## src/rtl/rpn_pkg.sv

```systemverilog
// Shared types for the RPN calculator core.
// Opcode encoding, FSM states and operand-count helper.
package rpn_pkg;

    typedef enum logic [2:0] {
        ADD,
        SUB,
        MUL,
        AND_OP,
        OR_OP,
        DUP,
        SWAP,
        DROP
    } op_t;

    typedef enum logic {
        IDLE,
        CALC
    } state_t;

    // DUP and DROP touch only the top entry; everything else needs two.
    function automatic int op_arity(op_t op);
        return (op == DUP || op == DROP) ? 1 : 2;
    endfunction

endpackage

```

## src/rtl/rpn_alu.sv

```systemverilog
// Combinational ALU for the RPN core.
// A is the second entry, B is the top entry.
module rpn_alu
    import rpn_pkg::*;
#(
    parameter int WIDTH = 16
) (
    input  logic [WIDTH-1:0] A,
    input  logic [WIDTH-1:0] B,
    input  op_t              OP,
    output logic [WIDTH-1:0] RESULT,
    output logic             CARRY
);

    logic [WIDTH:0]     sum;
    logic [WIDTH:0]     diff;
    logic [2*WIDTH-1:0] prod;

    assign sum  = {1'b0, A} + {1'b0, B};
    assign diff = {1'b0, A} - {1'b0, B};
    assign prod = {{WIDTH{1'b0}}, A} * {{WIDTH{1'b0}}, B};

    // Select result and carry/borrow/truncation flag by opcode.
    always_comb begin
        RESULT = '0;
        CARRY  = 1'b0;
        unique case (OP)
            ADD: begin
                RESULT = sum[WIDTH-1:0];
                CARRY  = sum[WIDTH];
            end
            SUB: begin
                RESULT = diff[WIDTH-1:0];
                CARRY  = diff[WIDTH];
            end
            MUL: begin
                RESULT = prod[WIDTH-1:0];
                CARRY  = |prod[2*WIDTH-1:WIDTH];
            end
            AND_OP: RESULT = A & B;
            OR_OP:  RESULT = A | B;
            DUP:    RESULT = B;
            SWAP:   RESULT = B;
            DROP:   RESULT = B;
        endcase
    end

endmodule

```

## src/rtl/rpn_stack_calc.sv

```systemverilog
// Reverse-Polish calculator core with a DEPTH-entry operand stack.
// Entry 0 is the top; entries at index >= COUNT are kept at zero.
module rpn_stack_calc
    import rpn_pkg::*;
#(
    parameter  int WIDTH = 16,
    parameter  int DEPTH = 4,
    localparam int CW    = $clog2(DEPTH + 1)
) (
    input  logic             CLK,
    input  logic             RESET,
    input  logic [WIDTH-1:0] DATA_IN,
    input  logic             PUSH,
    input  logic             EXEC,
    input  op_t              OP,
    input  logic             CLEAR,
    output logic [WIDTH-1:0] TOP,
    output logic [WIDTH-1:0] SECOND,
    output logic [CW-1:0]    COUNT,
    output logic             BUSY,
    output logic             ERR_UNDERFLOW,
    output logic             ERR_OVERFLOW,
    output logic             ERR_CARRY
);

    state_t                       state, state_nxt;
    logic [DEPTH-1:0][WIDTH-1:0]  stk, stk_nxt;
    logic [CW-1:0]                count, count_nxt;
    logic [WIDTH-1:0]             a_q, a_nxt;
    logic [WIDTH-1:0]             b_q, b_nxt;
    op_t                          op_q, op_nxt;
    logic                         uf, uf_nxt;
    logic                         of, of_nxt;
    logic                         cy, cy_nxt;
    logic [WIDTH-1:0]             alu_res;
    logic                         alu_cy;
    logic                         full;

    assign full = (count == CW'(DEPTH));

    rpn_alu #(
        .WIDTH (WIDTH)
    ) u_alu (
        .A      (a_q),
        .B      (b_q),
        .OP     (op_q),
        .RESULT (alu_res),
        .CARRY  (alu_cy)
    );

    // Next-state, stack update and flag logic for both FSM states.
    always_comb begin
        state_nxt = state;
        stk_nxt   = stk;
        count_nxt = count;
        a_nxt     = a_q;
        b_nxt     = b_q;
        op_nxt    = op_q;
        uf_nxt    = uf;
        of_nxt    = of;
        cy_nxt    = cy;
        unique case (state)
            IDLE: begin
                if (CLEAR) begin
                    stk_nxt   = '0;
                    count_nxt = '0;
                    {uf_nxt, of_nxt, cy_nxt} = 3'b000;
                end else if (PUSH) begin
                    if (full) begin
                        {uf_nxt, of_nxt, cy_nxt} = 3'b010;
                    end else begin
                        for (int i = DEPTH - 1; i > 0; i--)
                            stk_nxt[i] = stk[i-1];
                        stk_nxt[0] = DATA_IN;
                        count_nxt  = count + CW'(1);
                        {uf_nxt, of_nxt, cy_nxt} = 3'b000;
                    end
                end else if (EXEC) begin
                    if (int'(count) < op_arity(OP)) begin
                        {uf_nxt, of_nxt, cy_nxt} = 3'b100;
                    end else if (OP == DUP && full) begin
                        {uf_nxt, of_nxt, cy_nxt} = 3'b010;
                    end else begin
                        a_nxt     = stk[1];
                        b_nxt     = stk[0];
                        op_nxt    = OP;
                        state_nxt = CALC;
                        {uf_nxt, of_nxt, cy_nxt} = 3'b000;
                    end
                end
            end
            CALC: begin
                state_nxt = IDLE;
                unique case (op_q)
                    DUP: begin
                        for (int i = DEPTH - 1; i > 0; i--)
                            stk_nxt[i] = stk[i-1];
                        stk_nxt[0] = b_q;
                        count_nxt  = count + CW'(1);
                    end
                    SWAP: begin
                        stk_nxt[0] = a_q;
                        stk_nxt[1] = b_q;
                    end
                    DROP: begin
                        for (int i = 0; i < DEPTH - 1; i++)
                            stk_nxt[i] = stk[i+1];
                        stk_nxt[DEPTH-1] = '0;
                        count_nxt = count - CW'(1);
                    end
                    default: begin
                        for (int i = 0; i < DEPTH - 1; i++)
                            stk_nxt[i] = stk[i+1];
                        stk_nxt[DEPTH-1] = '0;
                        stk_nxt[0] = alu_res;
                        count_nxt  = count - CW'(1);
                        cy_nxt     = alu_cy;
                    end
                endcase
            end
        endcase
    end

    // FSM state register.
    always_ff @(posedge CLK or posedge RESET) begin
        if (RESET) state <= IDLE;
        else       state <= state_nxt;
    end

    // Stack, operand latches and flag registers.
    always_ff @(posedge CLK or posedge RESET) begin
        if (RESET) begin
            stk   <= '0;
            count <= '0;
            a_q   <= '0;
            b_q   <= '0;
            op_q  <= ADD;
            uf    <= 1'b0;
            of    <= 1'b0;
            cy    <= 1'b0;
        end else begin
            stk   <= stk_nxt;
            count <= count_nxt;
            a_q   <= a_nxt;
            b_q   <= b_nxt;
            op_q  <= op_nxt;
            uf    <= uf_nxt;
            of    <= of_nxt;
            cy    <= cy_nxt;
        end
    end

    assign TOP           = stk[0];
    assign SECOND        = stk[1];
    assign COUNT         = count;
    assign BUSY          = (state == CALC);
    assign ERR_UNDERFLOW = uf;
    assign ERR_OVERFLOW  = of;
    assign ERR_CARRY     = cy;

endmodule

```

## config.mk

```make
export PLATFORM = sky130hd
export DESIGN_NAME = rpn_stack_calc
export DESIGN_NICKNAME = d
export VERILOG_FILES = /design/src/rtl/rpn_pkg.sv /design/src/rtl/rpn_alu.sv /design/src/rtl/rpn_stack_calc.sv
export SDC_FILE = /design/constraint.sdc
export NUM_CORES = 1
export LEC_CHECK = 0
export ABC_AREA = 1
export BUFFER_PORTS_ARGS = -buffer_cell sky130_fd_sc_hd__buf_2
export CAP_MARGIN = 25
export CORE_MARGIN = 8
export CORE_UTILIZATION = 55
export DETAILED_ROUTE_END_ITERATION = 10
export GPL_ROUTABILITY_DRIVEN = 0
export HOLD_SLACK_MARGIN = 0.02
export PLACE_DENSITY_LB_ADDON = 0.15
export SLEW_MARGIN = 15
export SYNTH_ARGS = -nofsm -noshare
export SYNTH_HDL_FRONTEND = slang
export SYNTH_HIERARCHICAL = 1
export SYNTH_SLANG_ARGS = --single-unit
export TNS_END_PERCENT = 5
```

## constraint.sdc

```tcl
create_clock -name CLK -period 7.15 [get_ports CLK]
set_clock_uncertainty 0.05 [all_clocks]
set_input_delay 1.0725 -clock CLK [delete_from_list [all_inputs] [get_ports CLK]]
set_output_delay 1.0725 -clock CLK [all_outputs]
set_load 0.01 [all_outputs]
```

==> results by group <==
Clock tree
  • Clock latency on the worst-skew pair: 0.37 ns
  • PostCTS Resize Cnt: 0
  • Clk buf depth: 2
  • CTS root buf: clkbuf_16
  • H-tree levels: 3
  • Postcts setup bufs: 0
  • Clk slew on worst S/H paths: 0.08 ns
  • CTS Sinks: 106
  • CTS tree: done
  • Number of buffers created by CTS: 9
  • Hold Buf Count CTS: 0

Placed design
  • Dpl ws: 0.473 ns
  • Placed inst area: 18100 um2
  • Placed cells: 2943
  • Port bufs: 62
  • Detailed Place HPWL: 40400 um

Finish
  • Layout cells sized above 1: 0.0576
  • Number of diodes: 0
  • Area Growth Syn to Fin: 3.56%
  • Final instance area: 18400 um2
  • Fin util: 0.571
  • Non-Filler Instances: 2961
  • Nets: 2924

Timing
  • Final Hold Fails: 0
  • Slew Viols, Final: 0
  • Final Setup Violations: 0
  • Pin slew with the least headroom to its limit: 1.12 ns
  • Normalized max-slew margin: 0.254
  • Final min period: 6.76 ns
  • PnR worst setup slack: 0.390 ns
  • Unrepaired setup endpoints after global routing: no
  • Sum Neg Setup Slack: 0 ns
  • Fmax: 0.148 GHz
  • Hold Slack: 0.434 ns
  • Fin crit share: 0.945

Min path
  • Hold/Removal Path Class: reg2reg
  • Hold Path Stages: 2
  • Hold Startpoint: stk[57]

Power and ir drop
  • Leakage: 10.4 nW
  • Total power: 8.87 mW
  • Pwr dens: 482 nW/um2
  • Max IR drop VDD: 0.228 mV

GRT
  • Largest net degree at the start of global routing: 75
  • Vias in the first global route: 16382
  • Total congestion overflow: 0
  • Total GRT Usage: 0.271
  • First-pass GRT wire length: 84900 um
  • Initial antenna violation count: 0

Synth
  • Yosys top cell area share: 0.221
  • XOR/XNOR Fraction of Synth Area: 0.00739
  • Adder-cell share of the synthesized area: 0.331
  • Top post-synthesis cells by area: fa_1 22%, nand2_1 18%, dfrtp_1 15%
  • Synth warnings: 6
  • Synth Area in Simple Gates: 0.282
  • Mean Syn Cell Area: 6.82 um2
  • Count leader, synth: nand2_1
  • Sequential area share after synthesis: 0.149
  • Synth Area in Compound Gates: 0.0699
  • EDFF count, synth: 0
  • FFs w/ async S/R, synth: 1.00
  • Syn Nets: 2980
  • Post-synthesis mux area share: 0
  • Synth cell count leaders: 836 x nand2_1, 536 x inv_1, 196 x fa_1
  • Synthesis-stage register bit count: 106
  • Cell Area, Synth: 17800 um2
  • Yosys cell types: 46
  • Cells after Synth: 2604
  • Post-synth top area cell: fa_1
  • Main synth FF type: dfrtp_1
  • Combinational family with the most area after synthesis: adder cells

Detailed routing
  • DRC violations left: 0
  • Drt first pass iters: 6
  • Via/cell ratio: 5.54
  • Final WL: 52100 um
  • DRT iter0 DRCs: 1475
  • DRT antenna net count: 0
  • Total number of vias: 16415
  • WL per Instance: 17.6 um

Run status
  • Status: complete, no violations

Worst setup path
  • Slowest cell on crit path: dfrtp_1
  • Arr. time, crit path: 6.94 ns
  • Worst-case reg-to-reg path depth: 28
  • Crit path capture type: register
  • Slowest stage delay, CP: 0.95 ns
  • Critical Path Source: b_q[6]
  • Crit path buffers/inverters: 7
  • Crit path depth: 28
  • Critical R2R Launch: b_q[6]
  • CP Data Required Time: 7.33 ns
  • Crit start category: register
  • Crit path max-delay family: adder cells
  • Most frequent cell on the critical path: nand2_1
  • Crit path kind: reg2reg
  • Worst-path fanout max: 21

Die
  • Row cnt: 66
  • Die W: 196 um
  • Area of the core: 32200 um2
  • Initial Utilization: 0.552
  • IO Count: 63
  • Die area: 38300 um2
  • Die Span Y: 196 um

Run
  • Max cap viols: 0
## metal layers
layer  part of all wire  global-route usage  routed length [um]
met1               0.44               0.372               22900
met3              0.076              0.0360                3970
met2               0.46               0.436               23800
met4              0.028              0.0918                1470
met5                  0                   0                   0
## report_power, final
| group | internal, mW | switching, mW | total, mW |
|---|---|---|---|
| sequential | 0.781 | 0.572 | 1.35 |
| combinational | 2.52 | 4.50 | 7.01 |
| clock | 0.247 | 0.261 | 0.508 |
## cell type report
class                   count  area (um2)
inverters                 547        2060
flip-flops and latches    106        2650
fillers                  3137       13800
repair buffers             98         628
well taps                 408         510
clock buffers               9         225
clock inverters             7        68.8
multi-input cells        1786       12300
## worst reg2reg max path, delay by kind of cell (launching register included)
family / cells / cell delay, ns
DFF: 1 / 0.95
buffers and inverters: 7 / 0.42
and+or+nand+nor: 13 / 1.69
adders and majority gates: 8 / 3.53
## state kept, by name, indices dropped and copies added, names as in the netlist
| name | flops |
|---|---|
| stk | 32 |
| SECOND | 16 |
| TOP | 16 |
| a_q | 16 |
| b_q | 16 |
| COUNT | 3 |
| op_q | 3 |
| BUSY | 1 |
| ERR_CARRY | 1 |
| ERR_OVERFLOW | 1 |
| ERR_UNDERFLOW | 1 |
## cell families (layout without fill, tap and decap cells)
kind of cell             Yosys count  in the layout
flip-flops                       106            106
XOR/XNOR                          15             15
AND/OR/NAND/NOR                 1196           1196
buffers and inverters            712            661
adder cells (fa/ha/maj)          352            352
AO/OA/AOI/OAI                    223            223
## cell usage in the layout (no fill, tap or decap), types with 4 or more instances in the layout
master / netlist / final
buf_2: 31 / 62
nand3b_1: 23 / 23
inv_2: 8 / 8
o21ai_1: 11 / 11
o21ai_0: 57 / 57
nor2_1: 121 / 120
fa_1: 196 / 196
o21bai_1: 6 / 6
dfrtp_1: 106 / 105
a221oi_1: 10 / 10
or2_1: 4 / 4
buf_4: 39 / 33
nor2_2: 6 / 7
and2_1: 4 / 4
xnor2_1: 5 / 5
nand2_2: 8 / 8
ha_1: 156 / 156
clkbuf_16: 0 / 9
xor2_1: 10 / 10
a21oi_1: 108 / 108
nand4_1: 74 / 74
o22ai_1: 8 / 8
a31oi_1: 5 / 5
inv_1: 536 / 535
o2111ai_1: 5 / 5
nand2_1: 836 / 836
nand3_1: 106 / 106
## path summary, 6_finish.rpt
check                           end  slack, ns
max                         TOP[13]       0.39
min                         stk[57]       0.43
max reg2reg                 TOP[13]       0.39
min reg2reg                 stk[57]       0.43
max in group asynchronous    a_q[7]       5.37
min in group asynchronous  COUNT[1]       0.68
(Power assumes the default switching activity.)
